--- config.mk ---
export PLATFORM = sky130hd
export DESIGN_NAME = lsu_mem_unit
export DESIGN_NICKNAME = d
export VERILOG_FILES = /design/src/rtl/lsu_pkg.sv /design/src/rtl/lsu_load_align.sv /design/src/rtl/lsu_mem_unit.sv
export SDC_FILE = /design/constraint.sdc
export NUM_CORES = 1
export LEC_CHECK = 0
export CAP_MARGIN = 20
export CORE_ASPECT_RATIO = 0.9
export CORE_MARGIN = 5
export CORE_UTILIZATION = 40
export DETAILED_ROUTE_END_ITERATION = 8
export HOLD_SLACK_MARGIN = 0.15
export PLACE_DENSITY = 0.77
export SLEW_MARGIN = 20
export SYNTH_ARGS = -nofsm -noshare
export SYNTH_HDL_FRONTEND = slang
export SYNTH_SLANG_ARGS = --single-unit
export TNS_END_PERCENT = 50
--- constraint.sdc ---
create_clock -name clock -period 2 [get_ports clock]
set_input_delay 0.2 -clock clock [delete_from_list [all_inputs] [get_ports clock]]
set_output_delay 0.2 -clock clock [all_outputs]
set_load 0.1 [all_outputs]
--- src/rtl/lsu_pkg.sv ---
// Shared types and helpers for the load/store unit: FSM states, access-size
// encodings, byte-strobe and alignment helpers.
package lsu_pkg;

  typedef enum logic [1:0] {
    IDLE,
    REQ,
    WAIT,
    RESP
  } lsu_state_e;

  localparam logic [1:0] SZ_B = 2'd0;
  localparam logic [1:0] SZ_H = 2'd1;
  localparam logic [1:0] SZ_W = 2'd2;
  localparam logic [1:0] SZ_D = 2'd3;

  // Unshifted byte-enable pattern for an access of 1 << size bytes.
  function automatic logic [7:0] lsu_strb(input logic [1:0] size);
    logic [7:0] strb;
    case (size)
      SZ_B:    strb = 8'h01;
      SZ_H:    strb = 8'h03;
      SZ_W:    strb = 8'h0F;
      default: strb = 8'hFF;
    endcase
    return strb;
  endfunction

  // Bit mask covering the low 1 << size bytes of a 64-bit value.
  function automatic logic [63:0] lsu_data_mask(input logic [1:0] size);
    logic [7:0]  strb;
    logic [63:0] mask;
    strb = lsu_strb(size);
    for (int i = 0; i < 8; i++) begin
      mask[8*i +: 8] = {8{strb[i]}};
    end
    return mask;
  endfunction

  // An access is misaligned when the address is not a multiple of its size.
  function automatic logic lsu_misaligned(input logic [2:0] addr_lo, input logic [1:0] size);
    logic mis;
    case (size)
      SZ_B:    mis = 1'b0;
      SZ_H:    mis = addr_lo[0];
      SZ_W:    mis = |addr_lo[1:0];
      default: mis = |addr_lo;
    endcase
    return mis;
  endfunction

endpackage

--- src/rtl/lsu_load_align.sv ---
// Load-data extraction: selects the addressed bytes from the bus word and
// sign- or zero-extends them to XLEN.
module lsu_load_align
  import lsu_pkg::*;
#(
  parameter int XLEN  = 64,
  parameter int BUS_W = 64,
  parameter int OFF_W = $clog2(BUS_W / 8)
) (
  input  logic [BUS_W-1:0] bus_rdata,
  input  logic [OFF_W-1:0] off,
  input  logic [1:0]       size,
  input  logic             is_unsigned,
  output logic [XLEN-1:0]  rdata
);

  logic [BUS_W-1:0] shifted;
  logic [63:0]      lane;
  logic [63:0]      ext;

  // Shift the addressed byte lane down to bit 0, then extend by access size.
  always_comb begin
    // NOTE: every output of a combinational block gets a value on every path
    // (here via defaults up front), otherwise synthesis infers a latch.
    shifted = bus_rdata >> {off, 3'b000};
    lane    = 64'(shifted);
    ext     = lane;
    case (size)
      SZ_B:    ext = is_unsigned ? 64'(lane[7:0])  : 64'($signed(lane[7:0]));
      SZ_H:    ext = is_unsigned ? 64'(lane[15:0]) : 64'($signed(lane[15:0]));
      SZ_W:    ext = is_unsigned ? 64'(lane[31:0]) : 64'($signed(lane[31:0]));
      default: ext = lane;
    endcase
    rdata = XLEN'(ext);
  end

endmodule

--- src/rtl/lsu_mem_unit.sv ---
// Sequential load/store unit: accepts one execute-stage request at a time,
// issues a single handshaked bus transaction, and holds the result until
// writeback accepts it. Misaligned accesses are answered without bus activity.
module lsu_mem_unit
  import lsu_pkg::*;
#(
  parameter int XLEN   = 64,
  parameter int ADDR_W = 64,
  parameter int BUS_W  = 64
) (
  input  logic                 clock,
  input  logic                 reset,
  input  logic                 req_valid,
  output logic                 req_ready,
  input  logic [ADDR_W-1:0]    req_addr,
  input  logic                 req_wen,
  input  logic [1:0]           req_size,
  input  logic                 req_unsigned,
  input  logic [XLEN-1:0]      req_wdata,
  output logic                 resp_valid,
  input  logic                 resp_ready,
  output logic [XLEN-1:0]      resp_rdata,
  output logic                 resp_misalign,
  output logic                 resp_buserr,
  output logic                 mem_req_valid,
  input  logic                 mem_req_ready,
  output logic [ADDR_W-1:0]    mem_req_addr,
  output logic                 mem_req_wen,
  output logic [BUS_W-1:0]     mem_req_wdata,
  output logic [BUS_W/8-1:0]   mem_req_wstrb,
  input  logic                 mem_resp_valid,
  input  logic [BUS_W-1:0]     mem_resp_rdata,
  input  logic                 mem_resp_err
);

  localparam int STRB_W = BUS_W / 8;
  localparam int OFF_W  = $clog2(STRB_W);

  lsu_state_e       state;
  logic [OFF_W-1:0] off_q;
  logic [1:0]       size_q;
  logic             uns_q;
  logic             wen_q;

  logic [OFF_W-1:0]  req_off;
  logic              req_mis;
  logic [XLEN-1:0]   req_wdata_masked;
  logic [BUS_W-1:0]  wdata_lanes;
  logic [STRB_W-1:0] strb_lanes;
  logic [XLEN-1:0]   load_data;

  assign req_ready        = (state == IDLE);
  assign req_off          = req_addr[OFF_W-1:0];
  assign req_mis          = lsu_misaligned(req_addr[2:0], req_size);
  assign req_wdata_masked = req_wdata & XLEN'(lsu_data_mask(req_size));
  assign wdata_lanes      = BUS_W'(req_wdata_masked) << {req_off, 3'b000};
  assign strb_lanes       = STRB_W'(lsu_strb(req_size)) << req_off;

  lsu_load_align #(
    .XLEN  (XLEN),
    .BUS_W (BUS_W),
    .OFF_W (OFF_W)
  ) u_load_align (
    .bus_rdata   (mem_resp_rdata),
    .off         (off_q),
    .size        (size_q),
    .is_unsigned (uns_q),
    .rdata       (load_data)
  );

  // Request/bus/response FSM with all outputs registered.
  always_ff @(posedge clock) begin
    // NOTE: sequential state uses non-blocking assignments so every register
    // samples pre-edge values regardless of statement order.
    if (!reset) begin
      // NOTE: all registers are cleared so outputs read zero after reset and
      // any in-flight transaction is dropped.
      state         <= IDLE;
      off_q         <= '0;
      size_q        <= SZ_B;
      uns_q         <= 1'b0;
      wen_q         <= 1'b0;
      resp_valid    <= 1'b0;
      resp_rdata    <= '0;
      resp_misalign <= 1'b0;
      resp_buserr   <= 1'b0;
      mem_req_valid <= 1'b0;
      mem_req_addr  <= '0;
      mem_req_wen   <= 1'b0;
      mem_req_wdata <= '0;
      mem_req_wstrb <= '0;
    end else begin
      case (state)
        IDLE: begin
          if (req_valid) begin
            off_q  <= req_off;
            size_q <= req_size;
            uns_q  <= req_unsigned;
            wen_q  <= req_wen;
            if (req_mis) begin
              state         <= RESP;
              resp_valid    <= 1'b1;
              resp_misalign <= 1'b1;
              resp_buserr   <= 1'b0;
              resp_rdata    <= '0;
            end else begin
              state         <= REQ;
              mem_req_valid <= 1'b1;
              mem_req_addr  <= {req_addr[ADDR_W-1:OFF_W], {OFF_W{1'b0}}};
              mem_req_wen   <= req_wen;
              mem_req_wdata <= req_wen ? wdata_lanes : '0;
              mem_req_wstrb <= req_wen ? strb_lanes : '0;
            end
          end
        end
        REQ: begin
          if (mem_req_ready) begin
            mem_req_valid <= 1'b0;
            state         <= WAIT;
          end
        end
        WAIT: begin
          if (mem_resp_valid) begin
            state         <= RESP;
            resp_valid    <= 1'b1;
            resp_misalign <= 1'b0;
            resp_buserr   <= mem_resp_err;
            resp_rdata    <= (mem_resp_err || wen_q) ? '0 : load_data;
          end
        end
        default: begin
          if (resp_ready) begin
            resp_valid <= 1'b0;
            state      <= IDLE;
          end
        end
      endcase
    end
  end

endmodule

# Word-level counts from Yosys, hierarchy flattened
# Index checks and enable logic that the tools add are counted.
totals:
  out_inout_bits: 206
  wordCells: 81
  regBits: 211
op_classes:
  eq_ne: 11
  n_mux: 34
  bitwise: 3
  reduce_logical: 16
  shifts: 3
ops:
  columns: ["operator", "count"]
  rows:
  - ["$mux W64", 8]
  - ["$pmux W64 S3", 1]
  - ["$pmux W64 S2", 1]
  - ["$and A64 B64 Y64", 1]
  - ["$shl A64 B6 Y64", 1]
  - ["$shr A64 B6 Y64", 1]
  - ["$pmux W8 S3", 1]
  - ["$reduce_and A4 Y1", 3]
  - ["$mux W1", 11]
  - ["$mux W2", 5]
  - ["$mux W8", 1]
  - ["$ne A2 B2 Y1 const B", 4]
  - ["$shl A8 B3 Y8", 1]
  - ["$eq A2 B1 Y1 const B", 3]
  - ["$eq A2 B2 Y1 const B", 3]
  - ["$logic_not A2 Y1", 3]
  - ["$pmux W1 S2", 3]
  - ["$pmux W1 S3", 2]
  - ["$pmux W2 S3", 1]
  - ["$reduce_and A5 Y1", 1]
  - ["$reduce_bool A2 Y1", 2]
  - ["$reduce_bool A4 Y1", 1]
  - ["$reduce_and A3 Y1", 1]
  - ["$reduce_bool A3 Y1", 1]
  - ["other kinds (6)", 7]

# Longest topological paths before layout
logic_depth:
  word_depth: 6
  mapped_depth: 11
  depth_no_buf: 7

# Hierarchy
# Synthesis repeated with hierarchy kept, for this count alone.
unflattened:
  hier_cells: 1249
  hier_area_um2: 11070.6
modules_own_cells:
  columns: ["mod", "n_inst", "cells_per_inst", "area_each_um2"]
  rows:
  - ["lsu_mem_unit", 1, 985, 8770.9]
  - ["lsu_load_align", 1, 264, 2299.7]

# Worst setup path before layout
# OpenSTA, ideal clock, no wires.
synth_path:
  path_type: "reg-to-reg"
  from: "reg state[0]"
  to: "reg mem_req_wdata[47]"
  stages_incl_launch_ff: 11
  synth_period_minus_slack_ns: 2.822
  required_ns: 1.872
  arrival_ns: 2.695
  n_path_buf: 4
  path_slack_ns: -0.822
  setup_ns: 0.128
  path_cell_list: "dfxtp_1 > inv_1 > ha_1 > clkbuf_1 > and2_1 > buf_2 > o211ai_1 > clkbuf_1 > clkbuf_1 > a222oi_1 > nor2_1"
synth_between:
  elab_chain_cells: 2
synth_rtl:
  columns: ["item", "line", "source"]
  rows:
  - ["start, declared", "lsu_mem_unit.sv:39", "lsu_state_e state;"]
  - ["start signal, assigned", "lsu_mem_unit.sv:78", "state <= IDLE;"]
  - ["start signal, assigned", "lsu_mem_unit.sv:101", "state <= RESP;"]
  - ["start signal, assigned", "lsu_mem_unit.sv:107", "state <= REQ;"]
  - ["$logic_not A2 Y1", null, null]
  - ["net req_ready", "lsu_mem_unit.sv:14", "output logic req_ready,"]
  - ["$reduce_and A3 Y1 (no source line)", null, null]
  - ["end signal, assigned", "lsu_mem_unit.sv:111", "mem_req_wdata <= req_wen ? wdata_lanes : '0;"]
  - ["end, declared", "lsu_mem_unit.sv:29", "output logic [BUS_W-1:0] mem_req_wdata,"]
# The timed path passes the listed nets, and every way through them passes these cells.
# A chain may end at the register's enable or synchronous reset.

# Worst setup path after layout
layout_path:
  from: "reg off_q[1]"
  to: "reg resp_rdata[18]"
layout_between:
  elab_chain_cells: 6
layout_rtl:
  columns: ["item", "line", "source"]
  rows:
  - ["start, declared", "lsu_mem_unit.sv:40", "logic [OFF_W-1:0] off_q;"]
  - ["start signal, assigned", "lsu_mem_unit.sv:96", "off_q <= req_off;"]
  - ["$shr A64 B6 Y64 *", "lsu_load_align.sv:25", "shifted = bus_rdata >> {off, 3'b000};"]
  - ["$mux W64 (on tied branches)", "lsu_load_align.sv:31, lsu_load_align.sv:29, lsu_load_align.sv:30", null]
  - ["$pmux W64 S3 *", "lsu_load_align.sv:28", "case (size)"]
  - ["$mux W64 *", "lsu_mem_unit.sv:128", "resp_rdata <= (mem_resp_err || wen_q) ? '0 : load_data;"]
  - ["$mux W64 *", "lsu_mem_unit.sv:123", "if (mem_resp_valid) begin"]
  - ["$pmux W64 S2 *", "lsu_mem_unit.sv:93", "case (state)"]
  - ["end signal, assigned", "lsu_mem_unit.sv:128", null]
  - ["end, declared", "lsu_mem_unit.sv:22", "output logic [XLEN-1:0] resp_rdata,"]
# Every way passes the cells marked *; elsewhere a longest branch is shown, timed or not. The select of a mux whose other input is x is not followed.

==> metrics.cfg <==
[power_and_ir_drop]
intPower_mw=9.70
switchingPower_mw=6.11
share_comb_of_total_power=0.400
p_leak_nw=7.08
cellPowerDensity_nw_per_um2=937
ir_drop_mv=0.716
power_mw=15.8
p_clk_frac=0.303
p_sw_frac=0.386
seqPwrFrac=0.296

[synth]
ys.flop_type=dfxtp_1
synth-seq-area-share=0.398
synth-seq-cells=211
ys_types=52
netlist_area_sq_um=10600
synth_edf_count=0
async_flop_share=0
synth_cells=1293
synth_largest_area_cell=dfxtp_1
synthTopCellsByArea=dfxtp_1 (40%), nand2_1 (7.4%), a21oi_1 (6.3%)
avgSynthCellArea_sq_um=8.21
yosysWarnings=0
synth_top_area_frac=0.398

[sta]
period_share=0.984
fin_crit_ns=1.97
worstMarginPinSlew_ns=0.550
hold_viol=0
slew_viol_final=0
relSlewSlack=0.632
setup_tns_ns=0
fin_hold_ws_ns=0.230
fin_skew_ns=0.0119
rsz0062_at_grt=yes
fmax_mhz=508
setup_violations=0

[grt]
grt_usage=0.281
grt_pass1_vias=11700
grt-ovfl-total=0
grt_pass1_wl_mm=67.2
grt_max_degree=87
antenna_found_initial=2

[die]
die_area_sq_um=29900
die_x_microns=182
core_area_sq_um=26100
start_util=0.406
ios=409
die_h_microns=165
num_rows=56

[setup_path]
cp-end-kind=flip-flop
rrSetupSlack_ns=0.03
reg2reg_depth=6
critPathRequiredTime_ns=2.40
crit_arrival_ns=2.37
setup.worst_path.class=flip-flop to flip-flop
start_kind=flip-flop
cp_max_fo=16

[routing]
ant_nets=0
via_count=12200
drc=0
wl_mm=45.4
first_pass_iters=8
via_per_inst=5.66
wl_per_cell_microns=21.0
drt_iter0_drc=1334

[min_path]
hold_class=input port to flip-flop
min_path_cells=3

[placement]
dp.final_hpwl_mm=35.5
place_congestion=1.02
dpl_cell_area_sq_um=15800
io_buffers=405

[finish]
design_area_sq_um=16900
drive_gt1_frac=0.287
finalNetCount=1998
fillers=2220
syn_to_final_growth_pct=58.8

[clock_network]
cts_sinks=211
cts_max_level=1
clockBufferDepth=3
worstSkewPairLatency_ns=0.51
path_clk_slew_ns=0.06
cts_made_buffers=24
cts-root-buf=clkbuf_16
cts_tree=yes

[job]
cap_violations=0

[run_status]
outcome=finished, final reports clean

cells in the final DEF, fill, tap and decap left out, types with 10 or more instances in the layout:
master	count
nor2_1	105
mux2_2	42
a21oi_1	133
nand2_1	210
a22o_1	40
buf_12	23
o22ai_1	28
a22oi_1	50
o2bb2ai_1	10
mux2i_1	47
clkbuf_16	25
dfxtp_1	206
inv_1	13
nor2b_1	13
buf_4	363
o21ai_0	43
nor3_1	12
a21o_1	16
clkdlybuf4s50_1	201
a222oi_1	28
a211oi_1	17
nand3b_1	11
a31oi_1	23
nor3b_1	11
per-stage QoR:
| stage | instances | worst slack [ns] | util |
|---|---|---|---|
| 6_report | 2159 | 0.0319 | 0.645 |
| 5_1_grt | 2159 | -0.00670 | 0.645 |
| 3_5_place_dp | 2111 | -0.332 | 0.606 |
| 4_1_cts | 2156 | 0.00903 | 0.640 |
| 3_3_place_gp | 2111 | -0.275 | 0.606 |
| 2_1_floorplan | 1295 | -0.157 | - |
Yosys cell counts, drive strengths merged (17+ instances only):
cell type	count
o21ai	44
buf	38
dfxtp	211
a22o	40
o22ai	28
a22oi	51
mux2	42
clkbuf	85
a21oi	134
a222oi	28
nand2	210
nor2	109
a211oi	17
nor3	18
a31oi	24
mux2i	50
per-layer routing:
metal | GRT usage | vias up | share of wire
li1 | - | 5722 | -
met1 | 0.365 | 5708 | 0.41
met2 | 0.441 | 689 | 0.45
met3 | 0.0835 | 104 | 0.11
met4 | 0.107 | 0 | 0.041
met5 | 0 | - | 0
critical path, stage by stage (launching register included):
cell and delay (ns):
dfxtp_4 0.41, buf_4 0.17, buf_12 0.16, mux2_2 0.36, a222oi_1 0.45, a31oi_1 0.15
a21o_1 0.16
path summary, 6_finish.rpt:
path | from | to
min reg2reg | resp_rdata[6] | resp_rdata[6]
min | req_addr[26] | mem_req_addr[26]
max reg2reg | off_q[1] | resp_rdata[18]
max | off_q[1] | resp_rdata[18]
sequential cells by signal (all words and copies together), names as in the netlist, 2 cells and up:
| name | flops |
|---|---|
| mem_req_wdata | 64 |
| resp_rdata | 64 |
| mem_req_addr | 61 |
| mem_req_wstrb | 8 |
| off_q | 3 |
| size_q | 2 |
| state | 2 |
cells by family after synthesis:
family / after synthesis / synth area share
other: 1 / 0.000353
muxes: 94 / 0.0959
AOI/OAI and AO/OA: 432 / 0.275
DFF: 211 / 0.398
buffers and inverters: 139 / 0.0563
and+or+nand+nor: 412 / 0.170
adders and majority gates: 4 / 0.00471
power by group through the flow:
stage	Clock (mW)	Combinational (mW)	Sequential (mW)
2_1_floorplan	0	2.42	6.32
3_3_place_gp	0	6.10	4.75
3_5_place_dp	0	6.13	4.76
4_1_cts	4.88	6.18	4.68
5_1_grt	5.05	6.64	4.71
6_report	4.79	6.33	4.68
cell type report:
type / count / area, sq um / share of cell area
clock buffers: 31 / 668 / 0.0396
well taps: 348 / 435 / 0.0258
repair buffers: 593 / 5270 / 0.313
multi-input cells: 945 / 5980 / 0.355
diodes: 2 / 5.00 / 0.000297
clock inverters: 13 / 203 / 0.0120
inverters: 16 / 62.6 / 0.00371
flip-flops and latches: 211 / 4230 / 0.251
what timing repair did:
action	CTS	global route
resized for setup	7	24
buffers inserted	0	1
hold endpoints to repair	1	0
pin swaps	0	3
hold buffers	1	0
setup endpoints to repair	52	93
Power figures use the tool's default switching activity.
